<file path="config.mk">
export PLATFORM = sky130hd
export DESIGN_NAME = audio_deserializer
export DESIGN_NICKNAME = d
export VERILOG_FILES = /design/src/rtl/audio_deserializer.sv
export SDC_FILE = /design/constraint.sdc
export NUM_CORES = 1
export LEC_CHECK = 0
export ABC_AREA = 0
export ABC_CLOCK_PERIOD_IN_PS = 3500
export CORE_MARGIN = 2
export CORE_UTILIZATION = 45
export CTS_CLUSTER_SIZE = 25
export DETAILED_ROUTE_END_ITERATION = 7
export PLACE_DENSITY_LB_ADDON = 0.08
export SYNTH_ARGS = -nofsm -noshare
export SYNTH_HDL_FRONTEND = slang
export SYNTH_SLANG_ARGS = --single-unit
</file>
<file path="constraint.sdc">
create_clock -name clock_i -period 3.5 [get_ports clock_i]
set_clock_uncertainty 0.05 [all_clocks]
set_input_delay 0.525 -clock clock_i [delete_from_list [all_inputs] [get_ports clock_i]]
set_output_delay 0.525 -clock clock_i [all_outputs]
set_load 0.05 [all_outputs]
</file>
<file path="src/rtl/audio_deserializer.sv">
// Serial-to-parallel audio receiver. It generates the bit clock for the source, samples MSB-first
// and hands completed words to the consumer through valid/ack, with a sticky overrun flag.
module audio_deserializer #(
   parameter int WORD_LENGTH        = 16,
   parameter int SYSTEM_FREQUENCY   = 100000000,
   parameter int SAMPLING_FREQUENCY = 1000000
) (
   input  logic                   clock_i,
   input  logic                   reset_n_i,
   input  logic                   enable_i,
   input  logic                   serial_i,
   output logic                   bit_clock_o,
   output logic [WORD_LENGTH-1:0] Data_o,
   output logic                   valid_o,
   input  logic                   ack_i,
   output logic                   overrun_o
);

   localparam int DIVIDE = SYSTEM_FREQUENCY / SAMPLING_FREQUENCY;
   localparam int HALF   = DIVIDE / 2;
   localparam int DIV_W  = (DIVIDE > 1) ? $clog2(DIVIDE) : 1;
   localparam int BIT_W  = (WORD_LENGTH > 1) ? $clog2(WORD_LENGTH) : 1;

   typedef enum logic {
      IDLE  = 1'b0,
      SHIFT = 1'b1
   } state_t;

   state_t                 state_r, state_s;
   logic [DIV_W-1:0]       div_cnt_r, div_cnt_s;
   logic [BIT_W-1:0]       bit_cnt_r, bit_cnt_s;
   logic [WORD_LENGTH-1:0] shift_r, shift_s;
   logic [WORD_LENGTH-1:0] data_r, data_s;
   logic                   valid_r, valid_s;
   logic                   overrun_r, overrun_s;
   logic                   bit_clock_r, bit_clock_s;
   logic                   complete_s;

   // Next-state, bit-timing and handshake decode.
   always_comb begin
      state_s     = state_r;
      div_cnt_s   = div_cnt_r;
      bit_cnt_s   = bit_cnt_r;
      shift_s     = shift_r;
      data_s      = data_r;
      valid_s     = valid_r;
      overrun_s   = overrun_r;
      complete_s  = 1'b0;
      bit_clock_s = 1'b0;

      case (enable_i)
         1'b1: begin
            state_s = SHIFT;
            if (div_cnt_r == DIV_W'(DIVIDE - 1)) begin
               div_cnt_s = '0;
            end else begin
               div_cnt_s = div_cnt_r + DIV_W'(1);
            end
            // The last high-phase cycle is the sample point; the source launched on the rising edge.
            if (div_cnt_r == DIV_W'(HALF - 1)) begin
               shift_s = {shift_r[WORD_LENGTH-2:0], serial_i};
               if (bit_cnt_r == BIT_W'(WORD_LENGTH - 1)) begin
                  bit_cnt_s  = '0;
                  complete_s = 1'b1;
               end else begin
                  bit_cnt_s = bit_cnt_r + BIT_W'(1);
               end
            end else begin
               shift_s = shift_r;
            end
         end
         default: begin
            state_s   = IDLE;
            div_cnt_s = '0;
            bit_cnt_s = '0;
            shift_s   = '0;
         end
      endcase

      if (ack_i && valid_r) begin
         valid_s = 1'b0;
      end else begin
         valid_s = valid_r;
      end

      // A word landing on an unacked word is an overrun unless that same edge consumes it.
      if (complete_s) begin
         data_s  = {shift_r[WORD_LENGTH-2:0], serial_i};
         valid_s = 1'b1;
         if (valid_r && !ack_i) begin
            overrun_s = 1'b1;
         end else begin
            overrun_s = overrun_r;
         end
      end else begin
         data_s = data_r;
      end

      if ((state_s == SHIFT) && (div_cnt_s < DIV_W'(HALF))) begin
         bit_clock_s = 1'b1;
      end else begin
         bit_clock_s = 1'b0;
      end
   end

   // State and output registers with synchronous active-low reset.
   always_ff @(posedge clock_i) begin
      if (!reset_n_i) begin
         state_r     <= IDLE;
         div_cnt_r   <= '0;
         bit_cnt_r   <= '0;
         shift_r     <= '0;
         data_r      <= '0;
         valid_r     <= 1'b0;
         overrun_r   <= 1'b0;
         bit_clock_r <= 1'b0;
      end else begin
         state_r     <= state_s;
         div_cnt_r   <= div_cnt_s;
         bit_cnt_r   <= bit_cnt_s;
         shift_r     <= shift_s;
         data_r      <= data_s;
         valid_r     <= valid_s;
         overrun_r   <= overrun_s;
         bit_clock_r <= bit_clock_s;
      end
   end

   assign bit_clock_o = bit_clock_r;
   assign Data_o      = data_r;
   assign valid_o     = valid_r;
   assign overrun_o   = overrun_r;

endmodule

</file>
==> impl_results.md, run 1 <==
- Status: complete, no violations
- RSZ-0062 raised after global routing: no
- Worst setup SP type: input port
- Layout cells sized above 1: 5.08%
- Req. time, crit path: 3670 ps
- VDD IR-drop max: 0.265 mV
- Final worst-path setup slack: 1300 ps
- Die Wd: 67.1 um
- Global-route usage over all layers: 17.0%
- Die H: 67.1 um
- Placed Cells incl. Taps: 277
- IO Pins: 24
- Filler cells: 361
- Post-cts repair resize count: 0
- Mapped cell area: 1790 sq um
- Largest net degree at the start of global routing: 36
- Primary FF master, synth: dfxtp_1
- Hold-fix buffers, CTS: 0
- # nets final: 244
- Root Buffer Master: clkbuf_8
- Via count: 1467
- Worst Path Class, Setup: input port to flip-flop
- # DRC: 0
- Row count: 22
- GRT overflow: 0
- YS warnings: 0
- Clock buffer depth: 2
- Setup Fix Bufs, Post-CTS: 0
- Port bufs: 23
- FF-to-FF setup slack: 1580 ps
- Initial Util: 47.8%
- Final Power: 0.904 mW
- Clock Sinks: 45
- Post-Syn Instances: 220
- Setup_tns: 0 ps
- Worst-path clk slew: 80 ps
- Yosys reg bits: 45
- Post-Route Utilization: 56.7%
- Number of global-route vias before repair: 1318
- Cts bufs inserted: 5
- Mapped Nets: 228
- Lkg Pwr: 0.685 nW
- EDFF count, synth: 0
- DP HPWL: 2.35 mm
- Peak Freq: 0.455 GHz
- Post-Syn Area per Cell: 8.13 sq um
- Drt via density: 5.17
- Syn-to-layout area delta: 18.7%
- Final worst path period need: 2200 ps
- Initial antenna violation count: 0
- CTS tree: done
- CP arrival: 2370 ps
- Share of synthesized flip-flops with an asynchronous set or reset: 0%
- Antenna diodes: 0
- H-tree levels: 2
- Routability cong.: 0.831
- Global-route wire length before repair: 5.69 mm
- First-pass detailed-route iteration total: 4
- Power Density: 426 nW/um^2
- Die area: 4500 sq um
- Most frequent cells in the layout: 56 x nand2_1, 45 x dfxtp_1, 23 x clkdlybuf4s50_1
- Place WS: 1010 ps
- Layout Cells excl Fill: 284
- Final hold viol count: 0
- Commonest non-fill, non-tap cell in the layout: nand2_1
- Core area: 3740 sq um
- DRT antenna net count: 0
- Crit. End Element: flip-flop
- Clk_lat worst skew: 290 ps
- Max Slew Vio Count: 0
- Final Cycle Share: 62.7%
- Distinct cell type count after synthesis: 34
- Slew @ Worst Pin: 763 ps
- Total Wirelength: 3.37 mm
- Slew headroom: 49.0%
- Wire length per cell: 11.9 um
- Hold Crit Class: flip-flop to flip-flop
- Sequential fraction of the synthesis area: 50.3%
- Final setup fails: 0
- Max-cap violations: 0
- Critical-path maximum fanout: 35
- Iter 0 DRT Violations: 89
-- critical path, cell delays in order --
cell and delay [ps]:
clkdlybuf4s50_1 460, buf_4 320, nand2_1 520, a41o_1 430
nor2_1 110
-- flip-flops by register name, indices dropped and copies added (netlist names) --
register,flops
Data_o,16
bit_clock_o,1
bit_cnt_r,4
div_cnt_r,7
overrun_o,1
shift_r,15
valid_o,1
-- synth_stat cells, types with 2 or more instances --
cell type / count / area, sq um
a21oi_1: 20 / 100
and2_1: 3 / 18.8
buf_1: 2 / 7.51
buf_2: 2 / 10.0
buf_4: 3 / 22.5
clkbuf_1: 8 / 30.0
dfxtp_1: 45 / 901
ha_1: 3 / 37.5
inv_1: 3 / 11.3
nand2_1: 56 / 210
nand3_1: 19 / 95.1
nand4_1: 3 / 18.8
nor2_1: 11 / 41.3
nor2b_1: 2 / 12.5
o21ai_0: 17 / 85.1
o31ai_1: 2 / 15.0
xnor2_1: 3 / 26.3
xor2_1: 2 / 17.5
-- worst paths after layout --
check                                   from            to  cells past startpoint
worst max-delay path               reset_n_i  div_cnt_r[5]                      5
worst min-delay path             shift_r[14]   shift_r[14]                      2
worst max register to register  div_cnt_r[0]  bit_cnt_r[3]                      5
worst min register to register   shift_r[14]   shift_r[14]                      2
-- final cells by class --
class | count | area (sq um) | area share [%]
Inverter | 3 | 11.3 | 0.530
Clock buffer | 5 | 68.8 | 3.24
Clock inverter | 2 | 35.0 | 1.65
Sequential cell | 45 | 901 | 42.4
Tap cell | 48 | 60.1 | 2.83
Multi-Input combinational cell | 156 | 802 | 37.8
Timing Repair Buffer | 25 | 245 | 11.5
-- power by group --
group / switching [mW] / internal (mW)
sequential: 0.00162 / 0.513
clock: 0.157 / 0.207
combinational: 0.0158 / 0.00881
-- routing by layer --
| layer | track usage [%] | part of all wire, % | up-vias |
|---|---|---|---|
| li1 | - | - | 769 |
| met1 | 19.6 | 47 | 656 |
| met2 | 28.7 | 45 | 36 |
| met3 | 5.57 | 6.0 | 6 |
| met4 | 7.14 | 1.4 | 0 |
| met5 | 0 | 0 | - |
-- metrics by stage --
step	area [sq um]	hold WS (ps)
after floorplan	1790	386
after global placement	2020	398
after detailed placement	2020	398
after CTS	2120	410
after global routing	2120	426
final	2120	407
-- logic make-up (layout without fill, tap and decap cells) --
kind of cell             after synthesis  in the layout  share of synthesized area (%)
AO/OA/AOI/OAI                         47             47                           15.0
XOR/XNOR                               5              5                           2.45
adder cells (fa/ha/maj)                3              3                           2.10
buffers and inverters                 19             35                           4.83
flip-flops                            45             45                           50.3
multiplexers                           1              1                          0.559
AND/OR/NAND/NOR                      100            100                           24.8
Note: power is estimated with default switching activity, not from simulation.
==> inputs of run 2 (changes only) <==
--- a/config.mk
+++ b/config.mk
@@ -6,7 +6,7 @@
 export NUM_CORES = 1
 export LEC_CHECK = 0
 export ABC_AREA = 0
-export ABC_CLOCK_PERIOD_IN_PS = 3500
+export ABC_CLOCK_PERIOD_IN_PS = 2080
 export CORE_MARGIN = 2
 export CORE_UTILIZATION = 45
 export CTS_CLUSTER_SIZE = 25
==> constraint.sdc (replaced) <==
create_clock -name clock_i -period 2.08 [get_ports clock_i]
set_clock_uncertainty 0.05 [all_clocks]
set_input_delay 0.312 -clock clock_i [delete_from_list [all_inputs] [get_ports clock_i]]
set_output_delay 0.312 -clock clock_i [all_outputs]
set_load 0.05 [all_outputs]
==> run 2 against run 1 <==
  * Largest cell class unchanged
  * Combinational power is 77% higher
  * Clock-buffer cell count stayed put
  * Worst setup slack worse by 1000 ps
  * Sequential share of layout area is 0.050 points higher
==> impl_results.md, run 2 (synthesis results as in run 1) <==
- Status: complete, no violations
- Syn-to-layout area delta: 18.5%
- Req. time, crit path: 1720 ps
- First-pass detailed-route iteration total: 4
- IO Pins: 24
- Post-cts repair resize count: 0
- Via count: 1483
- Largest net degree at the start of global routing: 35
- Crit path from: Data_o[10]
- Switch share: 22.0%
- Initial Util: 47.8%
- # DRC: 0
- Hold-fix buffers, CTS: 0
- Routability cong.: 0.825
- CP max-delay cell: clkdlybuf4s50_1
- Max FFs per register: 16
- Setup_tns: 0 ps
- Most frequent cells in the layout: 56 x nand2_1, 45 x dfxtp_1, 23 x clkdlybuf4s50_1
- Core area: 3740 sq um
- Hold Crit Endpoint: shift_r[14]
- # nets final: 246
- Hold Crit Start: shift_r[14]
- Lkg Pwr: 0.683 nW
- CP top delay family: buffers and inverters
- Final hold slack: 409 ps
- Cts bufs inserted: 5
- Clock buffer depth: 2
- DP HPWL: 2.30 mm
- Number of global-route vias before repair: 1331
- Final hold viol count: 0
- CP arrival: 1440 ps
- Hold Crit Class: flip-flop to flip-flop
- FF-to-FF Start: div_cnt_r[0]
- Final worst-path setup slack: 280 ps
- Internal power: 1.11 mW
- Final setup fails: 0
- Global-route usage over all layers: 16.9%
- CP max stage delay: 810 ps
- Antenna diodes: 0
- Post-Route Utilization: 56.7%
- Peak Freq: 0.555 GHz
- Worst Path Class, Setup: flip-flop to primary output
- Drt via density: 5.17
- Total Wirelength: 3.32 mm
- Max Slew Vio Count: 0
- Clock Sinks: 45
- DRT antenna net count: 0
- Root Buffer Master: clkbuf_8
- Global-route wire length before repair: 5.75 mm
- CTS tree: done
- H-tree levels: 2
- Filler cells: 369
- Critical-path maximum fanout: 2
- Min-Delay Path Depth: 2
- Clk_lat worst skew: 290 ps
- Place WS: 367 ps
- FF-to-FF setup slack: 370 ps
- Port bufs: 23
- Crit path buffers/inverters: 1
- Net switching power: 0.313 mW
- Final worst path period need: 1800 ps
- Initial antenna violation count: 0
- Combinational power share: 3.1%
- Commonest non-fill, non-tap cell in the layout: nand2_1
- RSZ-0062 raised after global routing: no
- Slew @ Worst Pin: 541 ps
- GRT overflow: 0
- Reg2Reg Depth: 5
- Die H: 67.1 um
- CP Cell Sequence: clkdlybuf4s50_1
- Seq pwr share: 60.8%
- Worst setup SP type: flip-flop
- Worst-path clk slew: 80 ps
- Power Density: 671 nW/um^2
- Wire length per cell: 11.6 um
- Layout cells sized above 1: 6.28%
- VDD IR-drop max: 0.327 mV
- RR Endpoint: bit_cnt_r[3]
- Die Wd: 67.1 um
- Setup Fix Bufs, Post-CTS: 0
- Iter 0 DRT Violations: 115
- Max-cap violations: 0
- Final Cycle Share: 86.6%
- Row count: 22
- Clock Power Share: 36.1%
- Crit. End Element: primary output
- Slew headroom: 63.9%
- Die area: 4500 sq um
[run 2: changes by cell type in the layout (fill, tap and decap cells not counted), sizes merged]
cell / delta
buf: +2
bufinv: -1
clkinvlp: +1
clkinv: +1
[run 2: per-stage QoR]
| stage | total power [mW] | std cells | cell area, sq um |
|---|---|---|---|
| 2_1_floorplan | 0.913 | 220 | 1790 |
| 3_3_place_gp | 0.929 | 279 | 2030 |
| 3_5_place_dp | 0.930 | 279 | 2030 |
| 4_1_cts | 1.45 | 287 | 2120 |
| 5_1_grt | 1.49 | 287 | 2120 |
| 6_report | 1.42 | 287 | 2120 |
[run 2: worst max-delay path by stage]
stage          cells past startpoint      endpoint  slack, ps
2_1_floorplan                      8    shift_r[1]        550
3_3_place_gp                       6     overrun_o        380
3_5_place_dp                       5  bit_cnt_r[3]        370
4_1_cts                            1    Data_o[10]        260
5_1_grt                            5    shift_r[1]        200
6_report                           1    Data_o[10]        280
[run 2: per-layer routing]
metal  vias to the layer above  global-route usage, %  routed length, um
met3                         7                   5.24                168
li1                        773                      -                  -
met1                       673                   20.1               1580
met5                         -                      0                  0
met2                        30                   27.4               1490
met4                         0                   8.42                 78
[run 2: area by class of cell]
class | count | area [sq um] | area share, %
multi-input combinational | 156 | 802 | 37.8
clock buffer | 5 | 68.8 | 3.24
tap | 48 | 60.1 | 2.83
timing repair buffer | 27 | 260 | 12.3
sequential | 45 | 901 | 42.5
inverter | 3 | 11.3 | 0.531
clock inverter | 3 | 17.5 | 0.826
[run 2: power groups by stage]
stage	Clock (mW)	Combinational, mW	Sequential (mW)
after floorplan	0	0.0236	0.889
after global placement	0	0.0433	0.886
after detailed placement	0	0.0437	0.886
after CTS	0.540	0.0437	0.866
after global routing	0.576	0.0480	0.867
final	0.514	0.0436	0.866
